File: config.mk
export PLATFORM = sky130hd
export DESIGN_NAME = alu_sequencer
export DESIGN_NICKNAME = d
export VERILOG_FILES = /design/src/rtl/alu_sequencer.sv
export SDC_FILE = /design/constraint.sdc
export NUM_CORES = 1
export LEC_CHECK = 0
export BUFFER_PORTS_ARGS = -buffer_cell sky130_fd_sc_hd__buf_2
export CAP_MARGIN = 20
export CORE_MARGIN = 2
export CORE_UTILIZATION = 54
export DETAILED_ROUTE_END_ITERATION = 10
export PLACE_DENSITY = 0.73
export SLEW_MARGIN = 20
export SYNTH_ARGS = -nofsm -noshare
export SYNTH_HDL_FRONTEND = slang
export SYNTH_SLANG_ARGS = --single-unit
export TNS_END_PERCENT = 100
File: constraint.sdc
create_clock -name Clk -period 1.9 [get_ports Clk]
set_clock_uncertainty 0.05 [all_clocks]
set_input_delay 0.285 -clock Clk [delete_from_list [all_inputs] [get_ports Clk]]
set_output_delay 0.285 -clock Clk [all_outputs]
set_load 0.02 [all_outputs]
File: src/rtl/alu_sequencer.sv
// ---------------------------------------------------------------------------
// alu_sequencer
//
// Button-driven ALU sequencer for a switch/LED board. The operator enters
// operand A, operand B and a 3-bit opcode on the switches, each confirmed by
// one Enter press. The sequencer then spends one cycle in EXEC, latches the
// result and overflow flag, and shows them. While an overflowed result is
// being shown, the display select alternates between the result and the
// overflow indication.
//
// Ports
//   Clk          in   1      single clock, rising edge
//   Reset        in   1      synchronous, active-high
//   SwIn         in   WIDTH  switch data: operand, or opcode in SwIn[2:0]
//   Enter        in   1      debounced, Clk-synchronous push button
//   FuncOut      out  WIDTH  registered ALU result
//   OverflowOut  out  1      registered overflow flag
//   DispSel      out  1      display mux select (1 = overflow, 0 = result)
//   Valid        out  1      high while a completed result is shown
//   StateOut     out  3      current state encoding, for debug LEDs
// ---------------------------------------------------------------------------
module alu_sequencer #(
    parameter int WIDTH        = 4,
    parameter int BLINK_CYCLES = 25000000
) (
    input  logic             Clk,
    input  logic             Reset,
    input  logic [WIDTH-1:0] SwIn,
    input  logic             Enter,
    output logic [WIDTH-1:0] FuncOut,
    output logic             OverflowOut,
    output logic             DispSel,
    output logic             Valid,
    output logic [2:0]       StateOut
);

    localparam int MSB   = WIDTH - 1;
    localparam int CNT_W = (BLINK_CYCLES > 1) ? $clog2(BLINK_CYCLES) : 1;
    localparam logic [CNT_W-1:0] CNT_MAX = CNT_W'(BLINK_CYCLES - 1);

    typedef enum logic [2:0] {
        s_load_a  = 3'd0,
        s_load_b  = 3'd1,
        s_load_op = 3'd2,
        s_exec    = 3'd3,
        s_show    = 3'd4
    } state_e;

    state_e           state;
    state_e           state_next;

    logic [WIDTH-1:0] a_reg;
    logic [WIDTH-1:0] b_reg;
    logic [2:0]       op_reg;

    logic             enter_q;
    logic             enter_armed;
    logic             enter_edge;

    logic [WIDTH-1:0] alu_res;
    logic             alu_ovf;

    logic [CNT_W-1:0] blink_cnt;

    // -----------------------------------------------------------------------
    // Enter edge detection. enter_armed stays low after reset until Enter has
    // been seen low once, so a button held through reset release cannot
    // masquerade as a fresh press.
    // -----------------------------------------------------------------------
    // NOTE: sequential state uses non-blocking (<=) so every register samples
    // pre-edge values; blocking here would create order-dependent races.
    always_ff @(posedge Clk) begin
        if (Reset) begin
            enter_q     <= 1'b0;
            enter_armed <= 1'b0;
        end else begin
            enter_q <= Enter;
            if (!Enter) begin
                enter_armed <= 1'b1;
            end
        end
    end

    assign enter_edge = Enter & ~enter_q & enter_armed;

    // -----------------------------------------------------------------------
    // State register
    // -----------------------------------------------------------------------
    always_ff @(posedge Clk) begin
        if (Reset) begin
            state <= s_load_a;
        end else begin
            state <= state_next;
        end
    end

    // -----------------------------------------------------------------------
    // Next-state logic
    // -----------------------------------------------------------------------
    // NOTE: the default assignment at the top of an always_comb block keeps
    // every path assigned, which is what prevents latch inference.
    always_comb begin
        state_next = state;
        case (state)
            s_load_a:  if (enter_edge) state_next = s_load_b;
            s_load_b:  if (enter_edge) state_next = s_load_op;
            s_load_op: if (enter_edge) state_next = s_exec;
            s_exec:    state_next = s_show;
            s_show:    if (enter_edge) state_next = s_load_a;
            default:   state_next = s_load_a;  // unused codes 5-7 recover
        endcase
    end

    // -----------------------------------------------------------------------
    // ALU. Results are truncated to WIDTH; overflow is signed two's-complement
    // for ADD/SUB and the bit shifted out for SHL.
    // -----------------------------------------------------------------------
    always_comb begin
        alu_res = '0;
        alu_ovf = 1'b0;
        case (op_reg)
            3'b000: begin
                alu_res = a_reg + b_reg;
                alu_ovf = (a_reg[MSB] == b_reg[MSB]) && (alu_res[MSB] != a_reg[MSB]);
            end
            3'b001: begin
                alu_res = a_reg - b_reg;
                alu_ovf = (a_reg[MSB] != b_reg[MSB]) && (alu_res[MSB] != a_reg[MSB]);
            end
            3'b010: alu_res = a_reg & b_reg;
            3'b011: alu_res = a_reg | b_reg;
            3'b100: alu_res = a_reg ^ b_reg;
            3'b101: alu_res = ~a_reg;
            3'b110: begin
                alu_res = {a_reg[MSB-1:0], 1'b0};
                alu_ovf = a_reg[MSB];
            end
            3'b111: alu_res = {1'b0, a_reg[MSB:1]};
            default: ;
        endcase
    end

    // -----------------------------------------------------------------------
    // Operand/opcode capture and result registers. The result is loaded on
    // the clock that leaves EXEC and then held until the next EXEC.
    // -----------------------------------------------------------------------
    always_ff @(posedge Clk) begin
        if (Reset) begin
            a_reg       <= '0;
            b_reg       <= '0;
            op_reg      <= '0;
            FuncOut     <= '0;
            OverflowOut <= 1'b0;
        end else begin
            case (state)
                s_load_a:  if (enter_edge) a_reg  <= SwIn;
                s_load_b:  if (enter_edge) b_reg  <= SwIn;
                s_load_op: if (enter_edge) op_reg <= SwIn[2:0];
                s_exec: begin
                    FuncOut     <= alu_res;
                    OverflowOut <= alu_ovf;
                end
                default: ;
            endcase
        end
    end

    // -----------------------------------------------------------------------
    // Blink counter. Runs only while an overflowed result is shown. A press
    // that leaves SHOW wins over a terminal count in the same cycle, so the
    // counter and DispSel clear instead of toggling.
    // -----------------------------------------------------------------------
    always_ff @(posedge Clk) begin
        if (Reset) begin
            blink_cnt <= '0;
            DispSel   <= 1'b0;
        end else if (state == s_show && OverflowOut && !enter_edge) begin
            if (blink_cnt == CNT_MAX) begin
                blink_cnt <= '0;
                DispSel   <= ~DispSel;
            end else begin
                blink_cnt <= blink_cnt + 1'b1;
            end
        end else begin
            blink_cnt <= '0;
            DispSel   <= 1'b0;
        end
    end

    assign Valid    = (state == s_show);
    assign StateOut = state;

endmodule

==> impl_metrics.ini <==
[run_status]
outcome = finished clean

[pwr]
pwr-share-clk = 0.370
irDropWorstVdd_v = 0.0003994
switching_share = 0.2348
comb_power_share = 0.055
power.total_mw = 1.741
internal-power_mw = 1.333
p_leak_nw = 1.039
p_per_area_mw_per_mm2 = 575.8
p_sw_mw = 0.4088
sequentialPowerShare = 0.574

[setup_path]
crit_path_frequent_cell = inv_2
cp_slowest_cell = fa_2
rr_worst_depth = 9
critPathRequiredTime_ps = 2080
critical-path-top-delay-family = adder cells
regToRegSetupSlack_ps = 140
critical_path_class = reg -> reg
cp_max_fo = 2
critPathBufInv = 2
cp_cell_sequence = inv_2 -> ha_4 -> inv_2 -> fa_2 -> xor2_1 -> o31ai_1 -> nand2_1 -> and4_1 -> nor3_2
r2r_end = FuncOut[2]$_SDFFE_PP0P_
slowest_delay_ps = 370
worst_setup_path_start_kind = flop
crit_path_end_kind = flop
r2r_start = a_reg[0]$_SDFFE_PP0P_
worst_ep_arrival_time_ps = 1940

[cts]
cts_hold_buf = 0
clock-root-buffer = clkbuf_8
insertion_delay_ps = 300
path_clk_slew_ps = 90
h-tree-depth = 2
cts_buffers = 5
cts_tree = done
clock_path_buffers = 2
cts.sinks = 47

[route]
drt_pre_antenna_iters = 4
num_vias = 2178
drt_iter0_drc = 184
ant_nets = 0
wl_per_cell_microns = 13.30
drc_errors = 0
postRouteWirelength_mm = 5.386
vias_per_cell = 5.378

[sta]
hold_viol = 0
maxSlewViolCount = 0
setup-tns-final_ps = 0
max_freq_ghz = 0.5678
max-slew-margin-rel = 0.6254
post-route-period-util = 0.9269
finalSetupViolCount = 0
tightest_slew_ps = 561.1
min_period_ps = 1761
rsz0062_at_grt = false

[logic_synthesis]
ys_types = 53
avgSynthCellArea_sq_um = 8.501
synthArstFlopShare = 0
synth-edff-count = 0
synth_area_sq_mm = 0.002644
synth_ff_type = dfxtp_1
netlist_instances = 311
synth.area.top_cells = dfxtp_1 (36%), xnor2_1 (8.0%), ha_1 (5.7%)
synth_nets = 332
synth_top_area_share = 0.3559
yosysSeqAreaShare = 0.3559
synth_seq_cells = 47
ys_warn_count = 0
yosys.area.top_type = dfxtp_1

[final_layout]
layout-drive-gt1-share = 0.2160
largest_reg_flops = 25
syn_to_final_growth_pct = 14.39
final_cell_mix = dfxtp_1 (44), nor2_1 (38), nand2_1 (25)
top_register = blink_cnt
nNetsFinal = 358
final_common_cell = dfxtp_1
antennaDiodeCount = 0

[die]
fp-row-count = 25
die_y_microns = 73.97
die_x_microns = 73.97
start_util = 0.5597
io_pins = 17
dieArea_sq_mm = 0.005472
core_area_sq_mm = 0.004723

[grt]
antenna_found_initial = 0
grt_pass1_vias = 1972
grt_max_degree = 23
grt-ovfl-total = 0
grt_pass1_wl_mm = 9.218
grt_usage = 0.2146

[worst_hold_path]
worstHoldStart = Enter
min_path_type = in -> reg
hold_end = enter_armed$_SDFFE_PP0N_
holdPathStages = 2

[placed_design]
port_buffers = 16
dp_hpwl_mm = 3.790
place.gp.congestion = 0.8507

[run]
maxCapViolCount = 0
[through the flow]
stage          worst slack (ps)  instance area, sq um    util  instances  hold slack [ps]
4_1_cts                   24.87                  2967  0.6281        405            127.0
5_1_grt                  0.8409                  3024  0.6403        405            148.4
3_3_place_gp              57.60                  2860  0.6056        397            384.9
3_5_place_dp              16.87                  2860  0.6056        397            394.9
6_report                  138.9                  3024  0.6403        405            137.2
2_1_floorplan             86.33                  2644       -        311            306.6
[layer usage]
layer	GRT usage	vias to the layer above	wire length (microns)
met3	0.03117	11	223
met5	0	-	0
met1	0.3115	1013	2681
li1	-	1105	-
met4	0.08889	0	106
met2	0.3204	49	2375
[Yosys cell counts, types with 3 or more instances]
cell type  number
nand4_1         4
nand3_1        17
buf_2           4
a31oi_1         3
a211oi_1        3
a21oi_1        16
xnor2_1        24
mux2i_1         5
nand2_1        25
nor4_2          4
nand2b_1        3
dfxtp_1        47
ha_1           12
nor2_1         38
xor2_1          6
inv_1          21
clkbuf_1        6
nor2_2          4
buf_6           4
nor3_1          7
nor4_1          4
nor2b_1         4
o21ai_0         8
[repair_timing]
| action | 4_1_cts | 5_1_grt |
|---|---|---|
| pin swaps | 2 | 4 |
| endpoints found under the setup margin | 1 | 29 |
| endpoints found under the hold margin | 0 | 0 |
| cloned | 0 | 0 |
| setup buffers | 0 | 0 |
| gates resized for setup | 4 | 12 |
[cell families (layout without fill, tap and decap cells)]
kind of cell | count (synthesis) | in the layout | synth area share
fa+ha+maj | 14 | 14 | 0.07193
simple gates | 136 | 136 | 0.2887
compound gates | 43 | 43 | 0.09939
xor+xnor | 30 | 30 | 0.09938
buf+inv | 36 | 63 | 0.06578
mux | 5 | 5 | 0.01893
flops | 47 | 47 | 0.3559
[cell type report]
| class | count | area [sq um] |
|---|---|---|
| repair buffers | 34 | 227.7 |
| clock inverters | 2 | 13.76 |
| fillers | 393 | 1699 |
| well taps | 67 | 83.83 |
| flip-flops and latches | 47 | 944.7 |
| clock buffers | 6 | 82.58 |
| inverters | 21 | 78.83 |
| multi-input cells | 228 | 1593 |
[power by group through the flow]
stage                     registers, mW  clock network (mW)  logic, mW
after floorplan                    1.03                   0     0.0522
after global placement             1.02                   0     0.0871
after detailed placement           1.02                   0     0.0890
after CTS                          1.00               0.656     0.0913
after global routing               1.00               0.685      0.107
final                              1.00               0.645     0.0963
[worst max path at each step]
stage	depth (start not counted)	from	to
2_1_floorplan	6	StateOut[2]$_SDFFE_PP0P_	blink_cnt[16]$_SDFF_PP0_
3_3_place_gp	9	a_reg[0]$_SDFFE_PP0P_	FuncOut[2]$_SDFFE_PP0P_
3_5_place_dp	9	a_reg[0]$_SDFFE_PP0P_	FuncOut[2]$_SDFFE_PP0P_
4_1_cts	9	a_reg[0]$_SDFFE_PP0P_	FuncOut[2]$_SDFFE_PP0P_
5_1_grt	9	a_reg[0]$_SDFFE_PP0P_	FuncOut[2]$_SDFFE_PP0P_
6_report	9	a_reg[0]$_SDFFE_PP0P_	FuncOut[2]$_SDFFE_PP0P_
(Power assumes the default switching activity.)
